[config.mk]
export PLATFORM = sky130hd
export DESIGN_NAME = dmem_access_unit
export DESIGN_NICKNAME = d
export VERILOG_FILES = /design/src/rtl/dmem_access_unit.sv
export SDC_FILE = /design/constraint.sdc
export NUM_CORES = 1
export LEC_CHECK = 0
export BUFFER_PORTS_ARGS = -buffer_cell sky130_fd_sc_hd__buf_2
export CORE_MARGIN = 4
export CORE_UTILIZATION = 47
export CTS_CLUSTER_SIZE = 25
export DETAILED_ROUTE_END_ITERATION = 10
export GPL_ROUTABILITY_DRIVEN = 0
export GPL_TIMING_DRIVEN = 0
export PLACE_DENSITY = 0.74
export SLEW_MARGIN = 20
export SYNTH_ARGS = -nofsm -noshare
export SYNTH_HDL_FRONTEND = slang
export SYNTH_SLANG_ARGS = --single-unit
[constraint.sdc]
create_clock -name clk_i -period 3.15 [get_ports clk_i]
set_input_delay 0.1575 -clock clk_i [delete_from_list [all_inputs] [get_ports clk_i]]
set_output_delay 0.1575 -clock clk_i [all_outputs]
set_load 0.05 [all_outputs]
[src/rtl/dmem_access_unit.sv]
// Purpose: serialises one MEM-stage load/store into little-endian byte transfers; loads are reassembled and sign/zero-extended.
// Latency: accept to response is N+2 cycles for loads and N+1 for stores (N = 1/2/4 bytes).
// Backpressure: req_ready_o is high only while idle, so no new request is taken until the response pulse has gone.
// Optional DMEM_MISALIGN_TRAP_EN: a misaligned half/word is answered with rsp_err_o one cycle after accept and touches no memory.
module dmem_access_unit #(
  parameter int ADDR_W = 5
) (
  input  logic              clk_i,
  input  logic              rst_i,
  input  logic              req_valid_i,
  output logic              req_ready_o,
  input  logic              req_write_i,
  input  logic [1:0]        req_size_i,
  input  logic              req_signed_i,
  input  logic [31:0]       req_addr_i,
  input  logic [31:0]       req_wdata_i,
  output logic              rsp_valid_o,
  output logic [31:0]       rsp_data_o,
  output logic              rsp_err_o,
  output logic              mem_re_o,
  output logic              mem_we_o,
  output logic [ADDR_W-1:0] mem_addr_o,
  output logic [7:0]        mem_wdata_o,
  input  logic [7:0]        mem_rdata_i
);

  typedef enum logic [1:0] {IDLE, XFER, DRAIN, RESP} state_t;

  state_t              state, state_nxt;
  logic [ADDR_W-1:0]   base_q;
  logic [1:0]          size_q;
  logic                sgn_q;
  logic                wr_q;
  logic [31:0]         wdata_q;
  logic [1:0]          cnt_q;
  logic [1:0]          cnt_last;
  logic                last;
  logic                accept;
  logic                misalign;
  logic                cap_vld_q;
  logic [1:0]          cap_idx_q;
  logic [31:0]         ld_q;
  logic [31:0]         asm_dat;
  logic [31:0]         rsp_data_q;
  logic                unused_addr_bits;

  // Only the low ADDR_W address bits reach the memory.
  assign unused_addr_bits = ^req_addr_i[31:ADDR_W];

  assign accept = req_valid_i & (state == IDLE);

`ifdef DMEM_MISALIGN_TRAP_EN
  logic err_q;
  assign misalign = ((req_size_i == 2'b01) & req_addr_i[0]) |
                    (req_size_i[1] & (req_addr_i[1:0] != 2'b00));
  assign rsp_err_o = (state == RESP) & err_q;

  // Error flag is decided at accept and reported with the response.
  always_ff @(posedge clk_i or posedge rst_i) begin
    if (rst_i) begin
      err_q <= 1'b0;
    end else if (accept) begin
      err_q <= misalign;
    end
  end
`else
  assign misalign  = 1'b0;
  assign rsp_err_o = 1'b0;
`endif

  // Index of the final byte: 0 for byte, 1 for half, 3 for word (size 11 is a word).
  always_comb begin
    case (size_q)
      2'b00:   cnt_last = 2'd0;
      2'b01:   cnt_last = 2'd1;
      default: cnt_last = 2'd3;
    endcase
  end
  assign last = (cnt_q == cnt_last);

  // Sign/zero extension of the assembled load value; words pass through.
  function automatic logic [31:0] extend(input logic [31:0] v, input logic [1:0] sz,
                                         input logic sg);
    case (sz)
      2'b00:   return {{24{sg & v[7]}}, v[7:0]};
      2'b01:   return {{16{sg & v[15]}}, v[15:0]};
      default: return v;
    endcase
  endfunction

  // Load value so far with the byte arriving this cycle merged in.
  always_comb begin
    asm_dat = ld_q;
    if (cap_vld_q) begin
      case (cap_idx_q)
        2'd0: asm_dat[7:0]   = mem_rdata_i;
        2'd1: asm_dat[15:8]  = mem_rdata_i;
        2'd2: asm_dat[23:16] = mem_rdata_i;
        2'd3: asm_dat[31:24] = mem_rdata_i;
        default: asm_dat = ld_q;
      endcase
    end
  end

  // State register.
  always_ff @(posedge clk_i or posedge rst_i) begin
    if (rst_i) begin
      state <= IDLE;
    end else begin
      state <= state_nxt;
    end
  end

  // Next state and per-state outputs; strobes and memory bus are quiet outside XFER.
  always_comb begin
    state_nxt   = state;
    req_ready_o = 1'b0;
    rsp_valid_o = 1'b0;
    mem_re_o    = 1'b0;
    mem_we_o    = 1'b0;
    mem_addr_o  = '0;
    mem_wdata_o = 8'h00;
    case (state)
      IDLE: begin
        req_ready_o = 1'b1;
        if (req_valid_i) begin
          state_nxt = misalign ? RESP : XFER;
        end
      end
      XFER: begin
        mem_addr_o = base_q + ADDR_W'(cnt_q);
        mem_re_o   = ~wr_q;
        mem_we_o   = wr_q;
        case (cnt_q)
          2'd0: mem_wdata_o = wdata_q[7:0];
          2'd1: mem_wdata_o = wdata_q[15:8];
          2'd2: mem_wdata_o = wdata_q[23:16];
          2'd3: mem_wdata_o = wdata_q[31:24];
          default: mem_wdata_o = 8'h00;
        endcase
        if (last) begin
          state_nxt = wr_q ? RESP : DRAIN;
        end
      end
      DRAIN: state_nxt = RESP;
      RESP: begin
        rsp_valid_o = 1'b1;
        state_nxt   = IDLE;
      end
      default: state_nxt = IDLE;
    endcase
  end

  // Request latch at accept and byte counter during the transfer.
  always_ff @(posedge clk_i or posedge rst_i) begin
    if (rst_i) begin
      base_q  <= '0;
      size_q  <= 2'b00;
      sgn_q   <= 1'b0;
      wr_q    <= 1'b0;
      wdata_q <= 32'h0;
      cnt_q   <= 2'd0;
    end else if (accept) begin
      base_q  <= req_addr_i[ADDR_W-1:0];
      size_q  <= req_size_i;
      sgn_q   <= req_signed_i;
      wr_q    <= req_write_i;
      wdata_q <= req_wdata_i;
      cnt_q   <= 2'd0;
    end else if (state == XFER) begin
      cnt_q <= cnt_q + 2'd1;
    end
  end

  // Read data returns one cycle after its strobe, so the capture slot trails the counter.
  always_ff @(posedge clk_i or posedge rst_i) begin
    if (rst_i) begin
      cap_vld_q <= 1'b0;
      cap_idx_q <= 2'd0;
      ld_q      <= 32'h0;
    end else begin
      cap_vld_q <= mem_re_o;
      cap_idx_q <= cnt_q;
      if (accept) begin
        ld_q <= 32'h0;
      end else if (cap_vld_q) begin
        ld_q <= asm_dat;
      end
    end
  end

  // Response data is loaded on entry to RESP and held until the next response.
  always_ff @(posedge clk_i or posedge rst_i) begin
    if (rst_i) begin
      rsp_data_q <= 32'h0;
    end else if ((state_nxt == RESP) && (state != RESP)) begin
      rsp_data_q <= (state == DRAIN) ? extend(asm_dat, size_q, sgn_q) : 32'h0;
    end
  end
  assign rsp_data_o = rsp_data_q;

endmodule
Word-level counts from Yosys, hierarchy flattened

Cells that the tools add are included.

Flip-flop bits (word level): 112
Bits in latches: 0
Bits in writable memories: 0
Bits in read-only memories: 0
Input bits: 79
Output and inout port bits: 50
Logic and storage cells: 60
Memories: 0

Add/subtract/negate cells: 2
Multipliers: 0
Div/mod/pow operators: 0
Order comparisons: 0
Eq/ne operators: 13
Shift-type cells: 0
Muxes and demuxes: 23
Bitwise operators: 4
Reduce and logical (&&, ||, !) cells: 7

Operators by type and width:

| kind                | number |
|---|---|
| $mux 32             | 4 |
| $pmux 32 s2         | 1 |
| $mux 8              | 5 |
| $pmux 8 s4          | 1 |
| $eq 2x2->1 const B  | 7 |
| $eq 2x1->1 const B  | 4 |
| $logic_not 2->1     | 4 |
| $mux 2              | 4 |
| $pmux 2 s4          | 1 |
| $add 5x2->5         | 1 |
| $mux 1              | 5 |
| $mux 5              | 1 |
| $pmux 2 s2          | 1 |
| $reduce_bool 2->1   | 2 |
| $and 1x1->1         | 3 |
| $add 2x1->2 const B | 1 |
| $eq 2x2->1          | 1 |
| $ne 2x2->1 const B  | 1 |
| $logic_and 1x1->1   | 1 |
| $not 1->1           | 1 |

Logic depth before layout (Yosys ltp)

Word-level depth: 7
Gate-level depth with buffers: 7
Gate-level depth less buffers: 6

Least setup slack after synthesis

Ideal clock, no wire load.

Kind: register -> register
Start point: register state[1]
End point: register wdata_q[29]
Setup time: 125 ps
Arrival: 2176 ps
Data required time: 3025 ps
Setup slack: 850 ps
Cell stages (with the launch flop): 7
Buffers on the path: 3
Clock period less this slack: 2300 ps
Cell sequence: dfrtp_1 nor2_1 and2_1 clkbuf_1 buf_2 buf_2 mux2_2

Cells in the longest elaborated chain, start to end: 2

Ends and longest elaborated chain:

| what                   | line | text |
|---|---|---|
| start, declared        | 29   | `state_t state, state_nxt;` |
| start signal, assigned | 110  | `state <= state_nxt;` |
| $logic_not 2->1        | 50   | `assign accept = req_valid_i & (state == IDLE);` |
| $and 1x1->1            | 50   |  |
| end signal, assigned   | 168  | `wdata_q <= req_wdata_i;` |
| end, declared          | 34   | `logic [31:0] wdata_q;` |

Every way passes these cells.
A chain may end at the register's enable or synchronous reset.

Final worst setup path

Start point: register cnt_q[0]
End point: output port mem_wdata_o[1]

Cells in the longest elaborated chain, start to end: 3
Elaborated cells on any way between the ends: 6
Those cells by class: 3 x eq/ne; 2 x mux; 1 x reduce/logical

Ends and longest elaborated chain:

| what                                     | line | text |
|---|---|---|
| start, declared                          | 35   | `logic [1:0] cnt_q;` |
| start signal, assigned                   | 171  | `cnt_q <= cnt_q + 2'd1;` |
| $eq 2x2->1, or another cell as far along | 134  | `case (cnt_q)` |
| $pmux 8 s4 *                             | 134  |  |
| $mux 8 *                                 | 123  | `case (state)` |
| end, declared                            | 23   | `output logic [7:0] mem_wdata_o,` |

Every way passes the cells marked *; elsewhere a longest branch is shown, timed or not.

==> results_dict.tcl <==
set metrics [dict create \
    slew_violations 0 \
    ys_ff_latch 112 \
    period_needed_ns 2.54 \
    cts_made_buffers 9 \
    critPathKind "reg -> out" \
    drcViolationCount 0 \
    fp.dieW_um 109 \
    p_leak_nw 3.09 \
    cpPeakStageDelay_ns 0.52 \
    cts_buffer_depth 2 \
    worstPathMaxFanout 8 \
    vdd_drop_max_mv 0.904 \
    tns_ns 0 \
    grt_max_degree 76 \
    cts-root-buf "clkbuf_8" \
    pwr-share-seq_pct 37.6 \
    setup_ws_ns 0.612 \
    grt_pass1_wl_um 18700 \
    clk_pin_slew_ns 0.11 \
    multi_input_area_mm2 0.00180 \
    path_cells "inv_1, ha_1, clkbuf_1, a222oi_1, nor2_1, a21oi_1, nor2_1, buf_2" \
    clk_latency_ns 0.38 \
    fmax_mhz 394 \
    num_io_pins 129 \
    maxCapViolCount 0 \
    rows 36 \
    synth_edf_count 0 \
    grt_usage_pct 20.6 \
    p_clk_share_pct 14.2 \
    ys.warnings.count 0 \
    slew_headroom_pct 56.8 \
    seq_area_frac_synth_pct 58.7 \
    fin_total_pwr_mw 6.39 \
    p_per_area_mw_per_mm2 1100 \
    dp_hpwl_um 8150 \
    p_int_mw 3.45 \
    syn_nets 474 \
    yosys_most_used_dff "dfrtp_1" \
    cp_slowest_cell "dfrtp_1" \
    layout.cells.non_filler 653 \
    wl_per_cell_um 17.3 \
    routed_wirelength_um 11300 \
    cp-end-kind "output pin" \
    critPathRequiredTime_ns 2.99 \
    cts.sinks 112 \
    hold_class "in -> reg" \
    cp_common_cell "nor2_1" \
    post-place-ws_ns 0.994 \
    die_y_um 109 \
    status "completed" \
    worst_slew_pin_slew_ns 0.644 \
    final_core_util_pct 59.4 \
    fin_crit_sh_pct 80.6 \
    syn_inst 388 \
    ctsResizeCount 0 \
    hold_viol 0 \
    switching_share_pct 46.0 \
    drt_iter0_drc 147 \
    final_layout_size_suffix_gt1_share_pct 33.7 \
    vias 3487 \
    fillers 881 \
    htreeDepth 3 \
    setup.worst_path.start_class "register" \
    core_mm2 0.00982 \
    num_antenna_cells 0 \
    cts_tree "built" \
    syn_area_mm2 0.00478 \
    fin_area_mm2 0.00583 \
    ys_async_sr_fraction_pct 100 \
    rsz0062_at_grt "false" \
    finalNetCount 601 \
    avgSynthCellArea_um2 12.3 \
    setup_violations 0 \
    port_buffers 100 \
    fin_worst_skew_ns 0.0126 \
    syn_to_final_growth_pct 22.1 \
    dp_cells 622 \
    crit_arrival_ns 2.38 \
    synth_cell_type_count 37 \
    pwr-share-comb_pct 48.2 \
    hold_ws_ns 0.00624 \
    die-area_mm2 0.0118 \
    power_switching_mw 2.94 \
    drt-vias-per-instance 5.34 \
    ant_nets 0 \
    antenna_found_initial 0 \
    seq_area_mm2 0.00280 \
    initial_core_util_pct 48.6 \
    place_area_mm2 0.00548 \
    grt_pass1_vias 3700 \
    drt-pass1-iter-count 4 \
    grt_overflow 0 \
]
-- synth_stat cells (2+ instances only) --
cell	instances	area share (%)
nor2_1	70	5.5
and2_1	4	0.52
a222oi_1	8	1.7
nor2b_1	3	0.39
xor2_1	2	0.37
a211o_1	16	2.9
inv_1	13	1.0
buf_4	2	0.31
a21oi_1	10	1.0
o2bb2ai_1	8	1.5
nand3_1	3	0.31
nand3b_1	3	0.47
o221ai_1	8	1.5
mux2i_1	30	6.3
buf_2	11	1.2
o21ai_1	2	0.21
buf_1	2	0.16
clkbuf_1	9	0.71
dfrtp_1	112	59
ha_1	6	1.6
mux2_2	40	9.4
nand2_1	4	0.31
o21ai_0	5	0.52
xnor2_1	2	0.37
nand2b_1	2	0.26
or3_1	2	0.26
-- sequential cells by signal (all words and copies together) (netlist names) --
signal,count
base_q,5
cap_idx_q,2
cap_vld_q,1
cnt_q,2
ld_q,32
rsp_data_o,32
sgn_q,1
size_q,2
state,2
wdata_q,32
wr_q,1
-- final cells by class --
class	count	area share, %
clock inverters	7	1.44
inverters	13	0.922
clock buffers	9	2.12
flip-flops and latches	112	48.0
plain buffers	25	2.10
well taps	133	2.85
repair buffers	116	11.6
multi-input cells	238	30.9
-- metal layers --
metal / up-vias / track usage [%] / part of all wire, %
met5: - / 0 / 0
met4: 0 / 6.67 / 1.3
met3: 11 / 4.20 / 6.4
met2: 111 / 35.4 / 50
met1: 1748 / 26.1 / 42
li1: 1617 / - / -
-- timing repair --
item / 4_1_cts / 5_1_grt
buffers inserted: 0 / 0
hold endpoints to repair: 51 / 0
hold buffers: 15 / 0
-- cell families (layout without fill, tap and decap cells) --
group                    after synthesis  count (layout)  share of synthesized area (%)
AO/OA/AOI/OAI                         62              62                           10.4
AND/OR/NAND/NOR                       93              93                           8.51
flip-flops                           112             112                           58.7
other                                  1               1                         0.0785
adder cells (fa/ha/maj)                7               7                           1.99
multiplexers                          71              71                           16.0
XOR/XNOR                               4               4                          0.734
buffers and inverters                 38             170                           3.59
-- worst max-delay path, delay by kind of cell, from the launching register on --
kind	cells	cell delay (ns)
compound gates	2	0.58
fa+ha+maj	1	0.21
flops	1	0.52
buf+inv	3	0.57
simple gates	2	0.13
-- layout by cell type, fill, tap and decap left out, types with 3 or more instances in the layout --
cell type / synthesis / final
a222oi_1: 8 / 8
inv_1: 13 / 12
o2bb2ai_1: 8 / 8
and2_1: 4 / 4
mux2_2: 40 / 40
nand2_1: 4 / 4
clkbuf_8: 0 / 9
dlygate4sd3_1: 0 / 15
clkbuf_1: 9 / 9
o21ai_0: 5 / 5
inv_6: 0 / 4
o221ai_1: 8 / 8
mux2i_1: 30 / 30
buf_2: 11 / 111
a211o_1: 16 / 16
nor2b_1: 3 / 3
nor2_1: 70 / 70
a21oi_1: 10 / 10
nand3_1: 3 / 3
ha_1: 6 / 6
dfrtp_1: 112 / 112
nand3b_1: 3 / 3
-- power by group through the flow --
stage	Clock (mW)	Sequential, mW	Combinational, mW
2_1_floorplan	0	2.86	1.88
3_3_place_gp	0	2.39	3.02
3_5_place_dp	0	2.43	3.09
4_1_cts	0.915	2.40	3.12
5_1_grt	0.975	2.47	3.35
6_report	0.905	2.40	3.08
-- final timing paths --
| path | cells past startpoint | start | to | slack (ns) |
|---|---|---|---|---|
| max in group asynchronous | 4 | rst_i | rsp_data_o[31]$_DFFE_PP0P_ | 2.18 |
| setup reg to reg | 6 | cap_idx_q[0]$_DFF_PP0_ | rsp_data_o[11]$_DFFE_PP0P_ | 1.05 |
| hold / removal | 2 | req_signed_i | sgn_q$_DFFE_PP0P_ | 0.006 |
| setup / recovery | 8 | cnt_q[0]$_DFFE_PP0P_ | mem_wdata_o[1] | 0.61 |
| hold reg to reg | 1 | rsp_data_o[29]$_DFFE_PP0P_ | rsp_data_o[29]$_DFFE_PP0P_ | 0.49 |
| min in group asynchronous | 3 | rst_i | wdata_q[22]$_DFFE_PP0P_ | 0.31 |
Power figures use the tool's default switching activity.
